[src/rtl/l2_conv_post_accumulator_if.sv]
// l2_conv_post_accumulator_if: partial-sum input and activation output bundle of the L2 post-accumulator
interface l2_conv_post_accumulator_if #(
    parameter int InWidth   = 22,
    parameter int BiasWidth = 16,
    parameter int OutWidth  = 8
);
    logic                 start_i;
    logic [BiasWidth-1:0] bias_i;
    logic                 vbit_i;
    logic [InWidth-1:0]   data_i;
    logic [OutWidth-1:0]  data_o;
    logic                 vbit_o;
    logic                 done_o;
    logic                 busy_o;

    modport master (
        output start_i, bias_i, vbit_i, data_i,
        input  data_o, vbit_o, done_o, busy_o
    );

    modport slave (
        input  start_i, bias_i, vbit_i, data_i,
        output data_o, vbit_o, done_o, busy_o
    );
endinterface

[src/rtl/l2_conv_post_accumulator.sv]
// l2_conv_post_accumulator: bias + channel-group accumulation, ReLU and round-shift-saturate per output pixel
module l2_conv_post_accumulator #(
    parameter int InWidth      = 22,
    parameter int AccWidth     = 30,
    parameter int BiasWidth    = 16,
    parameter int OutWidth     = 8,
    parameter int ChanGroups   = 4,
    parameter int PixelsPerMap = 196,
    parameter int Shift        = 8
) (
    input logic                   clk,
    input logic                   rstn,
    l2_conv_post_accumulator_if.slave bus
);
    localparam int GrpW = ChanGroups > 1 ? $clog2(ChanGroups) : 1;
    localparam int PixW = PixelsPerMap > 1 ? $clog2(PixelsPerMap) : 1;
    localparam logic [GrpW-1:0] GrpLast = GrpW'(ChanGroups - 1);
    localparam logic [PixW-1:0] PixLast = PixW'(PixelsPerMap - 1);
    localparam logic [AccWidth:0] Half = (AccWidth + 1)'(1) << (Shift - 1);
    localparam logic [AccWidth:0] MaxOut = (AccWidth + 1)'((1 << OutWidth) - 1);

    typedef enum logic {IDLE, RUN} state_t;

    state_t                     state, state_nx;
    logic signed [AccWidth-1:0] acc, acc_base, sum, data_ext, bias_ext;
    logic [BiasWidth-1:0]       bias_q;
    logic [GrpW-1:0]            grp_cnt, grp_nx;
    logic [PixW-1:0]            pix_cnt;
    logic                       accept, pix_end, map_end, arm;
    logic [AccWidth:0]          rnd, shifted;
    logic [OutWidth-1:0]        act, data_q;
    logic                       vbit_q, done_q;

    always_ff @(posedge clk or negedge rstn) begin
        if (!rstn) state <= IDLE;
        else       state <= state_nx;
    end

    always_comb begin
        arm      = state == IDLE && bus.start_i;
        accept   = state == RUN && bus.vbit_i;
        pix_end  = accept && grp_cnt == GrpLast;
        map_end  = pix_end && pix_cnt == PixLast;
        state_nx = state == IDLE ? (bus.start_i ? RUN : IDLE) : (map_end ? IDLE : RUN);
    end

    // The first partial of every pixel starts from the bias instead of the previous sum.
    always_comb begin
        data_ext = {{(AccWidth-InWidth){bus.data_i[InWidth-1]}}, bus.data_i};
        bias_ext = {{(AccWidth-BiasWidth){bias_q[BiasWidth-1]}}, bias_q};
        acc_base = grp_cnt == '0 ? bias_ext : acc;
        sum      = acc_base + data_ext;
        grp_nx   = grp_cnt == GrpLast ? '0 : grp_cnt + 1'b1;
        rnd      = {sum[AccWidth-1], sum} + Half;
        shifted  = rnd >> Shift;
        act      = (sum[AccWidth-1] || sum == '0) ? '0 :
                   shifted > MaxOut ? '1 : shifted[OutWidth-1:0];
    end

    always_ff @(posedge clk or negedge rstn) begin
        if (!rstn) begin
            acc     <= '0;
            bias_q  <= '0;
            grp_cnt <= '0;
            pix_cnt <= '0;
            data_q  <= '0;
            vbit_q  <= 1'b0;
            done_q  <= 1'b0;
        end else begin
            vbit_q <= pix_end;
            done_q <= map_end;
            if (arm) begin
                bias_q  <= bus.bias_i;
                grp_cnt <= '0;
                pix_cnt <= '0;
            end
            if (accept) begin
                acc     <= sum;
                grp_cnt <= grp_nx;
            end
            if (pix_end) begin
                data_q  <= act;
                pix_cnt <= map_end ? '0 : pix_cnt + 1'b1;
            end
        end
    end

    assign bus.data_o = data_q;
    assign bus.vbit_o = vbit_q;
    assign bus.done_o = done_q;
    assign bus.busy_o = state == RUN;
endmodule
[src/flat_wrapper.sv]
// flat-port wrapper written by rule: the top's interface ports become plain ports
module l2_conv_post_accumulator_flat 
#(
    parameter int InWidth      = 22,
    parameter int AccWidth     = 30,
    parameter int BiasWidth    = 16,
    parameter int OutWidth     = 8,
    parameter int ChanGroups   = 4,
    parameter int PixelsPerMap = 196,
    parameter int Shift        = 8
)
  (clk, rstn, bus_start_i, bus_bias_i, bus_vbit_i, bus_data_i, bus_data_o, bus_vbit_o, bus_done_o, bus_busy_o);
  l2_conv_post_accumulator_if #(.InWidth(InWidth), .BiasWidth(BiasWidth), .OutWidth(OutWidth)) bus_i ();
  input logic clk;
  input logic rstn;
  input wire logic [$bits(bus_i.start_i)-1:0] bus_start_i;
  input wire logic [$bits(bus_i.bias_i)-1:0] bus_bias_i;
  input wire logic [$bits(bus_i.vbit_i)-1:0] bus_vbit_i;
  input wire logic [$bits(bus_i.data_i)-1:0] bus_data_i;
  output wire logic [$bits(bus_i.data_o)-1:0] bus_data_o;
  output wire logic [$bits(bus_i.vbit_o)-1:0] bus_vbit_o;
  output wire logic [$bits(bus_i.done_o)-1:0] bus_done_o;
  output wire logic [$bits(bus_i.busy_o)-1:0] bus_busy_o;
  assign bus_i.start_i = bus_start_i;
  assign bus_i.bias_i = bus_bias_i;
  assign bus_i.vbit_i = bus_vbit_i;
  assign bus_i.data_i = bus_data_i;
  assign bus_data_o = bus_i.data_o;
  assign bus_vbit_o = bus_i.vbit_o;
  assign bus_done_o = bus_i.done_o;
  assign bus_busy_o = bus_i.busy_o;
  l2_conv_post_accumulator #(.InWidth(InWidth), .AccWidth(AccWidth), .BiasWidth(BiasWidth), .OutWidth(OutWidth), .ChanGroups(ChanGroups), .PixelsPerMap(PixelsPerMap), .Shift(Shift)) u_core (.clk(clk), .rstn(rstn), .bus(bus_i));
endmodule
[config.mk]
export PLATFORM = sky130hd
export DESIGN_NAME = l2_conv_post_accumulator_flat
export DESIGN_NICKNAME = d
export VERILOG_FILES = /design/src/rtl/l2_conv_post_accumulator_if.sv /design/src/rtl/l2_conv_post_accumulator.sv /design/src/flat_wrapper.sv
export SDC_FILE = /design/constraint.sdc
export NUM_CORES = 1
export LEC_CHECK = 0
export ABC_AREA = 1
export BUFFER_PORTS_ARGS = -buffer_cell sky130_fd_sc_hd__clkbuf_2
export CORE_ASPECT_RATIO = 1.4
export CORE_UTILIZATION = 50
export DETAILED_ROUTE_END_ITERATION = 12
export PLACE_DENSITY = 0.69
export SLEW_MARGIN = 20
export SYNTH_ARGS = -nofsm -noshare
export SYNTH_HDL_FRONTEND = slang
export SYNTH_SLANG_ARGS = --single-unit
[constraint.sdc]
create_clock -name clk -period 5.3 [get_ports clk]
set_input_delay 1.06 -clock clk [delete_from_list [all_inputs] [get_ports clk]]
set_output_delay 1.06 -clock clk [all_outputs]
set_load 0.01 [all_outputs]
==> results.ini, run 1 <==
[sta]
post-route-min-period_ps = 4170
worst_slack_ps = 1130
max_freq_mhz = 240
skew_ps = 13.8
hold_viol_final = 0
finalSetupTns_ps = 0
rsz0062_at_grt = no
fin_crit_sh_pct = 78.7
worst_slew_pin_slew_ps = 833
drv_slew = 0
relSlewSlack_pct = 44.3
setup_viol = 0

[synth]
synth_top_area_share_pct = 26.9
synth_edf_count = 0
synth_cells = 1010
synthFlopType = dfrtp_1
ys_seq_area_share_pct = 26.9
syn-cell-area_um2 = 6240
synth.area.top_cells = dfrtp_1, nand2_1, inv_1
synth_async_sr_flop_share_pct = 100
yosysWarnings = 0
synth_area_per_cell_um2 = 6.18
synth_top_area_cell = dfrtp_1
synth_cell_types = 36
synth_seq_cells = 67
ys_top_cells_by_count = nand2_1, inv_1, nor2_1, nand3_1, dfrtp_1
synth_most_common_cell = nand2_1
syn_nets = 1087

[global_route]
grtUsageTotal_pct = 30.6
grt_pass1_wl_um = 30000
grt.overflow.total = 0
grt_pass1_vias = 6435
grt_max_degree = 60
antenna_found_initial = 0

[clock_network]
post_cts_buffers = 0
cts.sinks = 67
clk_latency_ps = 350
cts_buffers = 9
path_clk_slew_ps = 70
holdBufCountCts = 0
cts_tree = yes
cts_resized = 0
ctsRootBufferMaster = clkbuf_16
htreeDepth = 3
cts_buffer_depth = 2

[power_and_ir_drop]
p_per_area_nw_per_um2 = 766
p_int_mw = 2.30
p_sw_mw = 3.04
p_clk_share_pct = 12.0
p_sw_share_pct = 57.0
pwr-share-seq_pct = 16.8
peakVddDrop_uv = 366
power_frac_comb_pct = 71.2
p_leak_nw = 3.94

[routing]
first_pass_iters = 6
first_iter_violations = 322
detail_route.vias_per_cell = 5.37
drtAntennaViolNets = 0
wl_um = 18400
vias = 6527
wl_per_cell_um = 15.1
drc = 0

[run]
cap_violations = 0

[place]
post-place-ws_ps = 1220
dp_cells = 1199
hpwl_um = 14500
gp_congestion = 0.989
post_dp_cell_area_um2 = 6660
io_buffers = 52

[die]
die_height_um = 134
num_io_pins = 53
die_x_um = 96.4
core_area_um2 = 12000
dieArea_um2 = 12900
fp-row-count = 47
initial_utilization_pct = 52.0

[worst_setup_path]
worstPathRequired_ps = 5540
crit_path_start = u_core.grp_cnt[1]
endpoint_kind = flip-flop
crit_path_start_kind = flip-flop
arrival_ps = 4410
critPathMaxFanout = 15
reg2reg_from = u_core.grp_cnt[1]
path_class = flip-flop to flip-flop

[hold_path]
hp-start = u_core.bus.data_o[3]
hold_class = flip-flop to flip-flop

[layout]
stdcell_area_um2 = 6970
antenna_cells = 0
layout-drive-gt1-share_pct = 12.6
area_growth_pct = 11.7
final-instance-count-excl-fill = 1215
nets = 1140

[outcome]
status = completed

-- worst paths after layout --
check,end,slack [ps],cells past startpoint
max reg2reg,u_core.bus.data_o[6],1130,25
min,u_core.bus.data_o[3],480,2
max in group asynchronous,u_core.acc[9],3540,2
min reg2reg,u_core.bus.data_o[3],480,2
max,u_core.bus.data_o[6],1130,25
min in group asynchronous,u_core.acc[18],760,1
-- through the flow --
step	hold slack, ps	util [%]	power, mW
floorplan	449	-	3.62
global placement	466	55.5	4.61
detailed placement	468	55.5	4.64
CTS	484	58.1	5.30
global route	492	58.1	5.84
finish	483	58.1	5.34
-- critical path, cell delays in order (launching register included) --
cell and delay, ps:
dfrtp_1 380, inv_1 90, ha_1 160, inv_1 240, nor2_1 170, buf_4 250
nor2_1 90, ha_1 420, nand2_1 140, nor2_1 230, and2_1 190, nand3_1 170
nand4_1 140, nand2_1 170, nor2_1 270, nand2_1 110, nor2_1 110, nand2_1 60
nand2_1 50, nand2_1 40, nor2_1 100, nand2_1 90, nor2_4 170, nand3_1 100
nand2_1 70, nand2_1 50
-- cell type report --
class	count	area [um2]
sequential	67	1680
timing repair buffer	56	290
clock inverter	7	82.6
fill	1272	5020
inverter	139	522
tap	147	184
multi-input combinational	790	3990
clock buffer	9	225
-- cells by family (layout without fill, tap and decap cells) --
group / after synthesis / after routing / share of synthesized area [%]
AND/OR/NAND/NOR: 648 / 648 / 44.9
buffers and inverters: 153 / 211 / 9.20
AO/OA/AOI/OAI: 69 / 69 / 5.91
flip-flops: 67 / 67 / 26.9
adder cells (fa/ha/maj): 35 / 35 / 7.14
XOR/XNOR: 22 / 22 / 3.09
multiplexers: 16 / 16 / 2.89
-- routing by layer --
layer  vias up  track usage, %  wire, um
met2       187            52.2      8960
met1      2983            33.5      7290
met3        81            5.50       736
met5         -               0         0
li1       3276               -         -
met4         0            21.1      1380
-- power groups by stage --
stage / registers, mW / clock network [mW] / logic, mW
global placement: 0.895 / 0 / 3.72
global route: 0.923 / 0.660 / 4.26
floorplan: 0.874 / 0 / 2.75
CTS: 0.896 / 0.647 / 3.76
detailed placement: 0.903 / 0 / 3.73
finish: 0.898 / 0.638 / 3.80
-- cells in the final DEF, fill, tap and decap left out, types with 16 or more instances in the layout --
cell / count
clkbuf_2: 51
inv_1: 132
xor2_1: 17
nand4_1: 19
o21ai_0: 37
mux2_2: 16
nand2_1: 399
nor2_1: 90
dfrtp_1: 67
ha_1: 34
a21oi_1: 22
nand3_1: 83
-- state kept, by name, summed over array words and instances (netlist names) --
register           cells
u_core.bus.done_o      1
u_core.bus.vbit_o      1
u_core.bus.busy_o      1
u_core.bus.data_o      8
u_core.bias_q         16
u_core.acc            30
u_core.grp_cnt         2
u_core.pix_cnt         8
Power figures use the tool's default switching activity.
==> run 2: changes to the inputs <==
clock period = 4.2 ns   (was 5.3 ns; I/O delays follow)
==> results.ini, run 2 (synthesis results as in run 1) <==
[outcome]
status = completed

[global_route]
grt_pass1_wl_um = 30800
grt.overflow.total = 0
grt_max_degree = 59
grtUsageTotal_pct = 31.8
grt_pass1_vias = 6434
antenna_found_initial = 0

[sta]
setup_viol = 0
relSlewSlack_pct = 45.0
worst_slew_pin_slew_ps = 823
hold_ws_ps = 477
drv_slew = 0
fin_crit_sh_pct = 92.3
post-route-min-period_ps = 3880
rsz0062_at_grt = no
max_freq_mhz = 258
skew_ps = 8.40
finalSetupTns_ps = 0
hold_viol_final = 0

[layout]
n_fill_cell = 1278
layout-drive-gt1-share_pct = 17.2
layout_commonest_cell = nand2_1
nets = 1148
largestRegisters = u_core.acc (30), u_core.bias_q (16)
largest-register = u_core.acc
layout_common_cells = nand2_1, inv_1, nor2_1
final_util_pct = 60.0
area_growth_pct = 15.3
largest_register_ffs = 30
antenna_cells = 0

[die]
num_io_pins = 53
fp-row-count = 47
initial_utilization_pct = 52.0
die_height_um = 134
core_area_um2 = 12000
dieArea_um2 = 12900
die_x_um = 96.4

[worst_setup_path]
crit_path_top_delay_cell = dfrtp_1
arrival_ps = 4100
critPathMaxFanout = 10
crit_chain = inv_1 -> ha_2 -> inv_2 -> nor2_4 -> buf_2 -> buf_4 -> nor2_1 -> ha_1 -> nand2_1 -> inv_1 -> a21oi_1 -> o21ai_0 -> a21oi_1 -> nand2_1 -> nand2_1 -> nand2_1 -> nor3_2 -> nand3_1 -> nand2_1 -> nand3_2 -> nor2_4 -> nand3_1 -> nand2_1 -> nand2_1
crit_path_start_kind = flip-flop
worstPathRequired_ps = 4430
r2r_slack_ps = 320
path_class = flip-flop to flip-flop
reg2reg_from = u_core.grp_cnt[0]
r2r-end = u_core.bus.data_o[1]
crit_path_start = u_core.grp_cnt[0]
ff2ff_path_depth = 24
cp_common_cell = nand2_1
endpoint_kind = flip-flop
cp_slowest_stage_delay_ps = 380

[hold_path]
min_path_cells = 2
hold_class = flip-flop to flip-flop
whs_endpoint = u_core.acc[0]
hp-start = u_core.acc[0]

[clock_network]
cts_buffers = 9
htreeDepth = 3
path_clk_slew_ps = 60
cts_tree = yes
clk_latency_ps = 340
ctsRootBufferMaster = clkbuf_16
cts.sinks = 67
holdBufCountCts = 0
cts_buffer_depth = 2

[place]
hpwl_um = 15000
gp_congestion = 0.960
io_buffers = 52

[routing]
drc = 0
drtAntennaViolNets = 0
vias = 6574
detail_route.vias_per_cell = 5.38
wl_um = 19200
first_iter_violations = 337
wl_per_cell_um = 15.7
first_pass_iters = 6

[run]
cap_violations = 0

-- run 2: cell types whose count changed in the layout (fill, tap and decap cells not counted), moves of 4 or more --
cell	previous run	this run
nor2_1	90	81
ha_1	34	22
nand2_1	399	392
nor2_4	6	11
nand2_2	13	20
a21oi_1	22	17
nor2_2	11	15
ha_2	0	12
nand3_1	83	79
buf_4	4	10
a21oi_2	0	5
nand3_2	5	9
-- run 2: critical path, delay by kind of cell, from the launching register on --
family / cells / cell delay [ps]
and+or+nand+nor: 14 / 1670
buffers and inverters: 5 / 610
adders and majority gates: 2 / 580
AOI/OAI and AO/OA: 3 / 510
DFF: 1 / 380
-- run 2: cell type report --
type	count	area, um2	share of cell area (%)
Clock buffer	10	239	3.32
Clock inverter	6	71.3	0.991
Inverter	139	522	7.25
Multi-Input combinational cell	790	4140	57.5
Sequential cell	67	1680	23.3
Tap cell	147	184	2.56
Timing Repair Buffer	64	367	5.09
-- run 2: through the flow --
| stage | instances | area (um2) | setup WS [ps] |
|---|---|---|---|
| after floorplan | 1010 | 6240 | 631 |
| after detailed placement | 1204 | 6710 | 156 |
| after CTS | 1220 | 7020 | 144 |
| after global placement | 1204 | 6710 | 207 |
| final | 1223 | 7200 | 323 |
| after global routing | 1223 | 7200 | 2.25 |
-- run 2: worst max-delay path by stage --
stage                           end  slack [ps]  cells after the start
2_1_floorplan  u_core.bus.data_o[0]         630                     25
3_3_place_gp   u_core.bus.data_o[2]         210                     29
3_5_place_dp   u_core.bus.data_o[7]         160                     27
4_1_cts        u_core.bus.data_o[1]         140                     27
5_1_grt        u_core.bus.data_o[1]           2                     27
6_report       u_core.bus.data_o[1]         320                     24
-- run 2: per-layer routing --
layer	GRT usage [%]	part of all wire [%]	up-vias
li1	-	-	3299
met4	23.2	7.6	0
met1	34.0	38	2977
met3	6.24	5.1	95
met2	54.2	49	203
met5	0	0	-
-- run 2: repair_timing --
| action | 4_1_cts | 5_1_grt |
|---|---|---|
| gates resized for setup | 0 | 49 |
| hold endpoints to repair | 0 | 0 |
| setup endpoints to repair | 0 | 8 |
| setup buffers | 0 | 2 |
Power of run 2 is left out: the tool's default activity adds up to more than one toggle a clock period on the data nets, which glitch-free logic cannot reach.
==> run 3: changes to the inputs <==
CAP_MARGIN = 20   (was not set)
PLACE_DENSITY = 0.71   (was 0.69)
SLEW_MARGIN = 0   (was 20)
clock period = 3.4 ns   (was 4.2 ns; I/O delays follow)
==> results.ini, run 3 (synthesis results as in run 1) <==
[layout]
stdcell_area_um2 = 9470
area.sequential_um2 = 1680
largest_register_ffs = 30
n_fill_cell = 814
largest-register = u_core.acc
nets = 1313
multi_input_area_um2 = 5110
area_growth_pct = 51.6
layout-drive-gt1-share_pct = 42.7
layout_commonest_cell = nand2_1
layout_common_cells = nand2_1, buf_4, inv_1
largestRegisters = u_core.acc (30), u_core.bias_q (16)
antenna_cells = 0
final-instance-count-excl-fill = 1388

[clock_network]
cts_buffer_depth = 2
clk_latency_ps = 340
cts.sinks = 67
holdBufCountCts = 0
cts_buffers = 9
ctsRootBufferMaster = clkbuf_16
htreeDepth = 3
cts_tree = yes
path_clk_slew_ps = 60

[sta]
hold_viol_final = 0
hold_ws_ps = 459
worst_slew_pin_slew_ps = 884
skew_ps = 7.97
fin_crit_sh_pct = 114
drv_slew = 0
relSlewSlack_pct = 41.1
max_freq_mhz = 259
rsz0062_at_grt = yes
setup_viol = 8
worst_slack_ps = -461
post-route-min-period_ps = 3860

[routing]
vias = 7943
wl_um = 25200
drc = 0
detail_route.vias_per_cell = 5.72
first_iter_violations = 560
wl_met3_um = 1660
wl_met2_um = 12300
drtAntennaViolNets = 0
first_pass_iters = 5
highest_layer = met4
wl_per_cell_um = 18.2
drt-met1-wl_um = 8430

[worst_setup_path]
path_class = flip-flop to flip-flop
r2r-end = u_core.bus.data_o[6]
crit_buf_inv = 5
reg2reg_from = u_core.grp_cnt[1]
crit_path_top_delay_cell = dfrtp_1
cp_common_cell = nand2_1
cp_slowest_stage_delay_ps = 400
arrival_ps = 4090
critPathMaxFanout = 8
endpoint_kind = flip-flop
crit_family = simple AND/OR/NAND/NOR gates
crit_path_start_kind = flip-flop
r2r_slack_ps = -460
ff2ff_path_depth = 28
worstPathRequired_ps = 3630

[die]
initial_utilization_pct = 52.0
die_x_um = 96.4
dieArea_um2 = 12900
fp-row-count = 47
num_io_pins = 53
die_height_um = 134
core_area_um2 = 12000

[place]
gp_congestion = 0.967
io_buffers = 52
post_dp_cell_area_um2 = 7710
post-place-ws_ps = -450
dp_cells = 1331
hpwl_um = 16000

[outcome]
status = complete, but fails checks
violations = negative setup slack

[global_route]
grt_pass1_wl_um = 34500
grt.overflow.total = 0
grtUsageTotal_pct = 35.3
antenna_found_initial = 0
grt_pass1_vias = 7231
grt_max_degree = 59

[hold_path]
hold_class = input pin to async pin

[run]
cap_violations = 0

==> run 3: stage by stage <==
| stage | util, % | TNS (ps) |
|---|---|---|
| floorplan | - | 0 |
| global placement | 64.3 | -3200 |
| detailed placement | 64.3 | -3550 |
| CTS | 73.5 | -840 |
| global route | 78.9 | -4420 |
| finish | 78.9 | -3600 |
==> run 3: final cells by class <==
cell class              instances  area share (%)
clock buffers                  10            2.52
clock inverters                 6           0.753
inverters                     139            5.54
multi-input cells             790            54.0
flip-flops and latches         67            17.7
well taps                     147            1.94
repair buffers                229            17.5
==> run 3: timing repair <==
| action | in CTS | in global routing |
|---|---|---|
| setup endpoints to repair | 8 | 9 |
| pin swaps | 42 | 60 |
| cloned | 1 | 0 |
| setup buffers | 20 | 20 |
| gates resized for setup | 149 | 130 |
==> run 3: worst max-delay path by stage <==
stage / start / end / slack (ps) / cells past startpoint
after detailed placement: u_core.grp_cnt[1] / u_core.bus.data_o[7] / -450 / 28
after CTS: u_core.grp_cnt[1] / u_core.bus.data_o[7] / -110 / 25
final: u_core.grp_cnt[1] / u_core.bus.data_o[6] / -460 / 28
after global routing: u_core.grp_cnt[0] / u_core.bus.data_o[3] / -590 / 28
after global placement: u_core.grp_cnt[0] / u_core.bus.data_o[2] / -410 / 28
after floorplan: u_core.grp_cnt[0] / u_core.bus.data_o[0] / 10 / 25
==> run 3: layer usage <==
metal / track usage [%] / up-vias
li1: - / 3641
met1: 38.1 / 3655
met2: 62.1 / 438
met3: 4.76 / 209
met4: 24.4 / 0
met5: 0 / -
Power of run 3 is left out for the same reason.
